### src/rtl/seg_display_driver_if.sv
// seg_display_driver_if: status inputs (mode, value) and multiplexed
// 7-segment outputs of seg_display_driver.
// master = producer of status / consumer of display lines; slave = driver.
interface seg_display_driver_if;
   logic [4:0]  display_model;
   logic [15:0] display_number;
   logic [5:0]  seg_sel;
   logic [7:0]  seg_data;
   logic        conv_busy;

   modport master (
      output display_model, display_number,
      input  seg_sel, seg_data, conv_busy
   );

   modport slave (
      input  display_model, display_number,
      output seg_sel, seg_data, conv_busy
   );
endinterface

### src/rtl/seg_display_driver.sv
// seg_display_driver: converts a 16-bit value to 5 BCD digits with a
// sequential double-dabble engine and scans a 6-digit common-anode display.
// Digit 5 shows the mode number with its dp lit; digits 4..0 show the value.
// Optional feature macro: SEG_LEADING_ZERO_BLANK_EN (blank leading zeros of
// value digits 4..1).
module seg_display_driver #(
   parameter int SCAN_DIV  = 50000,
   parameter int BLANK_CYC = 16
) (
   input logic              mem_clk,
   input logic              rst,
   seg_display_driver_if.slave bus
);

   localparam int CW = (SCAN_DIV > 1) ? $clog2(SCAN_DIV) : 1;
   localparam logic [CW-1:0] CNT_MAX = CW'(SCAN_DIV - 1);
   localparam logic [CW-1:0] LIT_END = CW'(SCAN_DIV - BLANK_CYC);

   typedef enum logic [1:0] {IDLE, SHIFT, COMMIT} state_t;

   state_t        state_q, state_d;
   logic [20:0]   cap_q, cap_d;            // {model, number} last captured
   logic [19:0]   work_q, work_d;          // BCD accumulator
   logic [15:0]   sh_q, sh_d;              // binary shift register
   logic [3:0]    bit_q, bit_d;            // shift step counter
   logic          busy_q, busy_d;
   logic [19:0]   shown_bcd_q, shown_bcd_d;
   logic [4:0]    shown_model_q, shown_model_d;
   logic [CW-1:0] cnt_q, cnt_d;
   logic [2:0]    idx_q, idx_d;
   logic [5:0]    sel_q, sel_d;
   logic [7:0]    data_q, data_d;

   logic [19:0]   adj;
   logic [3:0]    cur_nib;
   logic          lead_zero;

   function automatic logic [7:0] font(input logic [3:0] v);
      case (v)
         4'd0:    font = 8'hC0;
         4'd1:    font = 8'hF9;
         4'd2:    font = 8'hA4;
         4'd3:    font = 8'hB0;
         4'd4:    font = 8'h99;
         4'd5:    font = 8'h92;
         4'd6:    font = 8'h82;
         4'd7:    font = 8'hF8;
         4'd8:    font = 8'h80;
         4'd9:    font = 8'h90;
         default: font = 8'hFF;
      endcase
   endfunction

   // Double-dabble correction: add 3 to every nibble that is 5 or more
   always_comb begin
      adj = work_q;
      for (int i = 0; i < 5; i++) begin
         if (work_q[4*i +: 4] >= 4'd5)
            adj[4*i +: 4] = work_q[4*i +: 4] + 4'd3;
      end
   end

   // Converter next-state: capture on change, 16 shift steps, then publish
   always_comb begin
      state_d       = state_q;
      cap_d         = cap_q;
      work_d        = work_q;
      sh_d          = sh_q;
      bit_d         = bit_q;
      busy_d        = busy_q;
      shown_bcd_d   = shown_bcd_q;
      shown_model_d = shown_model_q;
      case (state_q)
         IDLE: begin
            if ({bus.display_model, bus.display_number} != cap_q) begin
               cap_d   = {bus.display_model, bus.display_number};
               work_d  = '0;
               sh_d    = bus.display_number;
               bit_d   = '0;
               busy_d  = 1'b1;
               state_d = SHIFT;
            end
         end
         SHIFT: begin
            work_d = {adj[18:0], sh_q[15]};
            sh_d   = {sh_q[14:0], 1'b0};
            bit_d  = bit_q + 4'd1;
            if (bit_q == 4'd15) state_d = COMMIT;
         end
         COMMIT: begin
            // Shown registers move only here, never mid-conversion
            shown_bcd_d   = work_q;
            shown_model_d = cap_q[20:16];
            busy_d        = 1'b0;
            state_d       = IDLE;
         end
         default: state_d = IDLE;
      endcase
   end

   // Scan timing: slot counter, digit index, and digit enables
   always_comb begin
      cnt_d = cnt_q + CW'(1);
      idx_d = idx_q;
      if (cnt_q == CNT_MAX) begin
         cnt_d = '0;
         idx_d = (idx_q == 3'd5) ? 3'd0 : idx_q + 3'd1;
      end
      sel_d = (cnt_q < LIT_END) ? ~(6'd1 << idx_q) : 6'h3F;
   end

   // Segment pattern for the digit currently being scanned
   always_comb begin
      case (idx_q)
         3'd0:    cur_nib = shown_bcd_q[3:0];
         3'd1:    cur_nib = shown_bcd_q[7:4];
         3'd2:    cur_nib = shown_bcd_q[11:8];
         3'd3:    cur_nib = shown_bcd_q[15:12];
         default: cur_nib = shown_bcd_q[19:16];
      endcase
      // This digit and everything to its left is zero
      lead_zero = (idx_q != 3'd0) && ((shown_bcd_q >> {idx_q, 2'b00}) == 20'd0);
      data_d = font(cur_nib);
`ifdef SEG_LEADING_ZERO_BLANK_EN
      if (lead_zero) data_d = 8'hFF;
`endif
      if (idx_q == 3'd5)
         data_d = ((shown_model_q <= 5'd9) ? font(shown_model_q[3:0]) : 8'h86) & 8'h7F;
   end

   // State registers
   always_ff @(posedge mem_clk or posedge rst) begin
      if (rst) begin
         state_q       <= IDLE;
         cap_q         <= '0;
         work_q        <= '0;
         sh_q          <= '0;
         bit_q         <= '0;
         busy_q        <= 1'b0;
         shown_bcd_q   <= '0;
         shown_model_q <= '0;
         cnt_q         <= '0;
         idx_q         <= '0;
         sel_q         <= 6'h3F;
         data_q        <= 8'hFF;
      end else begin
         state_q       <= state_d;
         cap_q         <= cap_d;
         work_q        <= work_d;
         sh_q          <= sh_d;
         bit_q         <= bit_d;
         busy_q        <= busy_d;
         shown_bcd_q   <= shown_bcd_d;
         shown_model_q <= shown_model_d;
         cnt_q         <= cnt_d;
         idx_q         <= idx_d;
         sel_q         <= sel_d;
         data_q        <= data_d;
      end
   end

   assign bus.seg_sel   = sel_q;
   assign bus.seg_data  = data_q;
   assign bus.conv_busy = busy_q;

endmodule

### src/flat_wrapper.sv
// flat-port wrapper written by rule: the top's interface ports become plain ports
module seg_display_driver_flat 
#(
   parameter int SCAN_DIV  = 50000,
   parameter int BLANK_CYC = 16
)
  (mem_clk, rst, bus_display_model, bus_display_number, bus_seg_sel, bus_seg_data, bus_conv_busy);
  seg_display_driver_if bus_i ();
  input logic mem_clk;
  input logic rst;
  input wire logic [$bits(bus_i.display_model)-1:0] bus_display_model;
  input wire logic [$bits(bus_i.display_number)-1:0] bus_display_number;
  output wire logic [$bits(bus_i.seg_sel)-1:0] bus_seg_sel;
  output wire logic [$bits(bus_i.seg_data)-1:0] bus_seg_data;
  output wire logic [$bits(bus_i.conv_busy)-1:0] bus_conv_busy;
  assign bus_i.display_model = bus_display_model;
  assign bus_i.display_number = bus_display_number;
  assign bus_seg_sel = bus_i.seg_sel;
  assign bus_seg_data = bus_i.seg_data;
  assign bus_conv_busy = bus_i.conv_busy;
  seg_display_driver #(.SCAN_DIV(SCAN_DIV), .BLANK_CYC(BLANK_CYC)) u_core (.mem_clk(mem_clk), .rst(rst), .bus(bus_i));
endmodule
### config.mk
export PLATFORM = sky130hd
export DESIGN_NAME = seg_display_driver_flat
export DESIGN_NICKNAME = d
export VERILOG_FILES = /design/src/rtl/seg_display_driver_if.sv /design/src/rtl/seg_display_driver.sv /design/src/flat_wrapper.sv
export SDC_FILE = /design/constraint.sdc
export NUM_CORES = 1
export LEC_CHECK = 0
export ABC_AREA = 1
export BUFFER_PORTS_ARGS = -buffer_cell sky130_fd_sc_hd__buf_4
export CAP_MARGIN = 0
export CORE_UTILIZATION = 60
export CTS_CLUSTER_DIAMETER = 100
export DETAILED_ROUTE_END_ITERATION = 12
export PLACE_DENSITY = 0.79
export SETUP_SLACK_MARGIN = 0.5
export SLEW_MARGIN = 5
export SYNTH_ARGS = -nofsm -noshare
export SYNTH_HDL_FRONTEND = slang
export SYNTH_SLANG_ARGS = --single-unit
### constraint.sdc
create_clock -name mem_clk -period 10.66 [get_ports mem_clk]
set_input_delay 2.132 -clock mem_clk [delete_from_list [all_inputs] [get_ports mem_clk]]
set_output_delay 2.132 -clock mem_clk [all_outputs]
set_load 0.005 [all_outputs]
==> results.txt <==
Mapped Area: 6188 um^2
Die area: 10720 um^2
Row cnt: 36
Critical Path Max Stage Delay: 0.59 ns
Post-cts resize count: 0
CP dominant cell by count: nand2_1
WL/cell: 13.56 um
Via count: 5189
Htree depth: 4
Fin crit share: 34.98%
CP endpoint kind: flip-flop
Post-Syn Area per Cell: 8.016 um^2
YS warnings: 0
WP data required: 11.08 ns
RSZ-0062 raised after global routing: false
Area delta synth->final: 14.84%
DIE WIDTH: 103.6 um
Total clock sinks: 122
Final setup fails: 0
Antenna Violating Nets Remaining: 0
# fillers: 739
Hold-fix buffers, CTS: 0
Vias in the first global route: 5016
Worst Path Arrival: 4.14 ns
Fin nets: 851
Synth area leaders: dfrtp_1 (44%), nand2_1 (13%), o21ai_0 (6.9%)
Syn_nets: 817
TritonCTS clock tree: done
Proportion of layout cells with a drive suffix above 1: 11.61%
Leakage: 3.604 nW
ANT cells: 0
Drt pass-1 iters: 5
Critical-path maximum fanout: 77
Postcts setup bufs: 0
Mapped Cells: 772
Worst VDD drop: 140.3 uV
# IOs: 38
HP Class: flip-flop to flip-flop
Final GP Congestion: 0.8404
Unique cell type count in the Yosys netlist: 32
Clock buffer depth: 2
CP cell instances: buf_4, xnor2_1, nand4_1, nor2_2, nand3_2, nand2_4, nand2_2, nand2_1, nand2_1
CTS Buf Count: 17
Max cap viols: 0
Power, Total: 2.081 mW
First-pass GRT wire length: 22350 um
Cell taking the most area after synthesis: dfrtp_1
Core ar.: 9864 um^2
Hold Vio Cnt, Final: 0
Worst setup margin: 6.931 ns
Pwr/cell area: 292.8 nW/um^2
Initial Util: 62.73%
Post-DR vias/cell: 5.456
Worst-Margin Slew: 1.161 ns
Slew Limit Headroom: 22.52%
Antenna violations before repair: 0
Reg clk slew, reported paths: 0.06 ns
Grt ovf: 0
Chip Height: 103.6 um
Root buffer cell: clkbuf_8
FMAX: 0.2682 GHz
WS Path Type: primary input to flip-flop
Largest net degree at the start of global routing: 78
Post-Place Worst Slack: 6.366 ns
Setup TNS Final: 0 ns
Most common cell after layout, fill and taps aside: nand2_1
I/O Buffers: 37
Max stage delay cell, worst path: nand2_4
Dpl hpwl: 8701 um
Most frequent cells in the layout: nand2_1 (220), dfrtp_1 (108), inv_1 (86)
Startpoint Class: primary input
Fin. max-slew vios: 0
Post-Route WL: 12900 um
Status: finished clean
Clk_skew: 0.008128 ns
Synthesized flop and latch total: 122
DR iter-0 viols: 282
GRT Total Usage: 26.15%
Top-area cell type share of the netlist area: 43.67%
Sequential-to-total area share from yosys stat: 49.62%
Residual DRC count: 0
Period minus WS final: 3.729 ns
Worst-Skew Late Latency: 0.53 ns
-- cells by family (layout without fill, tap and decap cells) --
| logic type | count (synthesis) | count (layout) | share of synthesized area, % |
|---|---|---|---|
| xor+xnor | 14 | 14 | 1.981 |
| fa+ha+maj | 22 | 22 | 4.448 |
| simple gates | 345 | 345 | 23.31 |
| flops | 122 | 122 | 49.62 |
| compound gates | 150 | 150 | 12.60 |
| buf+inv | 119 | 165 | 8.047 |
-- final timing paths --
path	startpoint	end	slack (ns)	depth (start not counted)
worst max register to register	u_core.state_q[1]	u_core.shown_model_q[4]	8.14	4
worst max-delay path	bus_display_number[15]	u_core.sh_q[6]	6.93	9
worst min register to register	u_core.cnt_q[0]	u_core.cnt_q[0]	0.48	1
min in group asynchronous	rst	u_core.work_q[2]	1.70	2
worst min-delay path	u_core.cnt_q[0]	u_core.cnt_q[0]	0.48	1
max in group asynchronous	rst	u_core.work_q[11]	7.63	3
-- metrics by stage --
step                util [%]  hold slack, ns  cell area, um^2  instances
floorplan                  -          0.4331             6188        772
global placement       65.98          0.4509             6509        920
detailed placement     65.98          0.4763             6509        920
CTS                    72.04          0.4904             7107        951
global route           72.04          0.5090             7107        951
finish                 72.04          0.4793             7107        951
-- report_power, final --
group / switching, mW / internal, mW / leakage, nW / total (mW)
combinational: 0.450 / 0.265 / 1.83 / 0.715
clock: 0.198 / 0.388 / 0.298 / 0.586
sequential: 0.126 / 0.653 / 1.48 / 0.780
total: 0.774 / 1.31 / 3.60 / 2.08
-- synth_stat cells (all sizes together) --
| cell | count |
|---|---|
| a311oi | 1 |
| nand4 | 8 |
| clkbuf | 13 |
| o31ai | 1 |
| or2 | 5 |
| o21ai | 98 |
| o211ai | 6 |
| nand3 | 61 |
| ha | 22 |
| xnor2 | 10 |
| nor2 | 39 |
| xor2 | 4 |
| buf | 11 |
| o21a | 1 |
| o22ai | 1 |
| dfstp | 14 |
| nor3 | 9 |
| dfrtp | 108 |
| clkinv | 3 |
| nand2 | 223 |
| inv | 92 |
| a21oi | 39 |
| a31oi | 3 |
-- routing by layer --
metal	track usage [%]	wire [um]	up-vias
met5	0	0	-
met4	8.903	196	0
met3	7.552	546	20
met2	43.91	6579	115
met1	32.37	5576	2498
li1	-	-	2556
-- worst max-delay path, delay by kind of cell --
family / cells / cell delay [ns]
simple gates: 7 / 1.58
xor+xnor: 1 / 0.29
buf+inv: 1 / 0.12
-- state kept, by name, summed over array words and instances (netlist names) --
name and cells:
u_core.cap_q 21, u_core.shown_bcd_q 20, u_core.work_q 20, u_core.cnt_q 16
u_core.sh_q 16, u_core.bus.seg_data 8, u_core.bus.seg_sel 6, u_core.shown_model_q 5
u_core.bit_q 4, u_core.idx_q 3, u_core.state_q 2, u_core.bus.conv_busy 1
-- layout make-up --
class | instances | area [um^2] | area share [%]
flip-flops and latches | 122 | 3070 | 43.20
multi-input cells | 531 | 2620 | 36.87
clock buffers | 22 | 452.9 | 6.373
inverters | 95 | 359.1 | 5.053
repair buffers | 39 | 292.8 | 4.120
well taps | 133 | 166.4 | 2.342
clock inverters | 9 | 145.1 | 2.042
No activity file was read; power rests on OpenSTA's default activity.
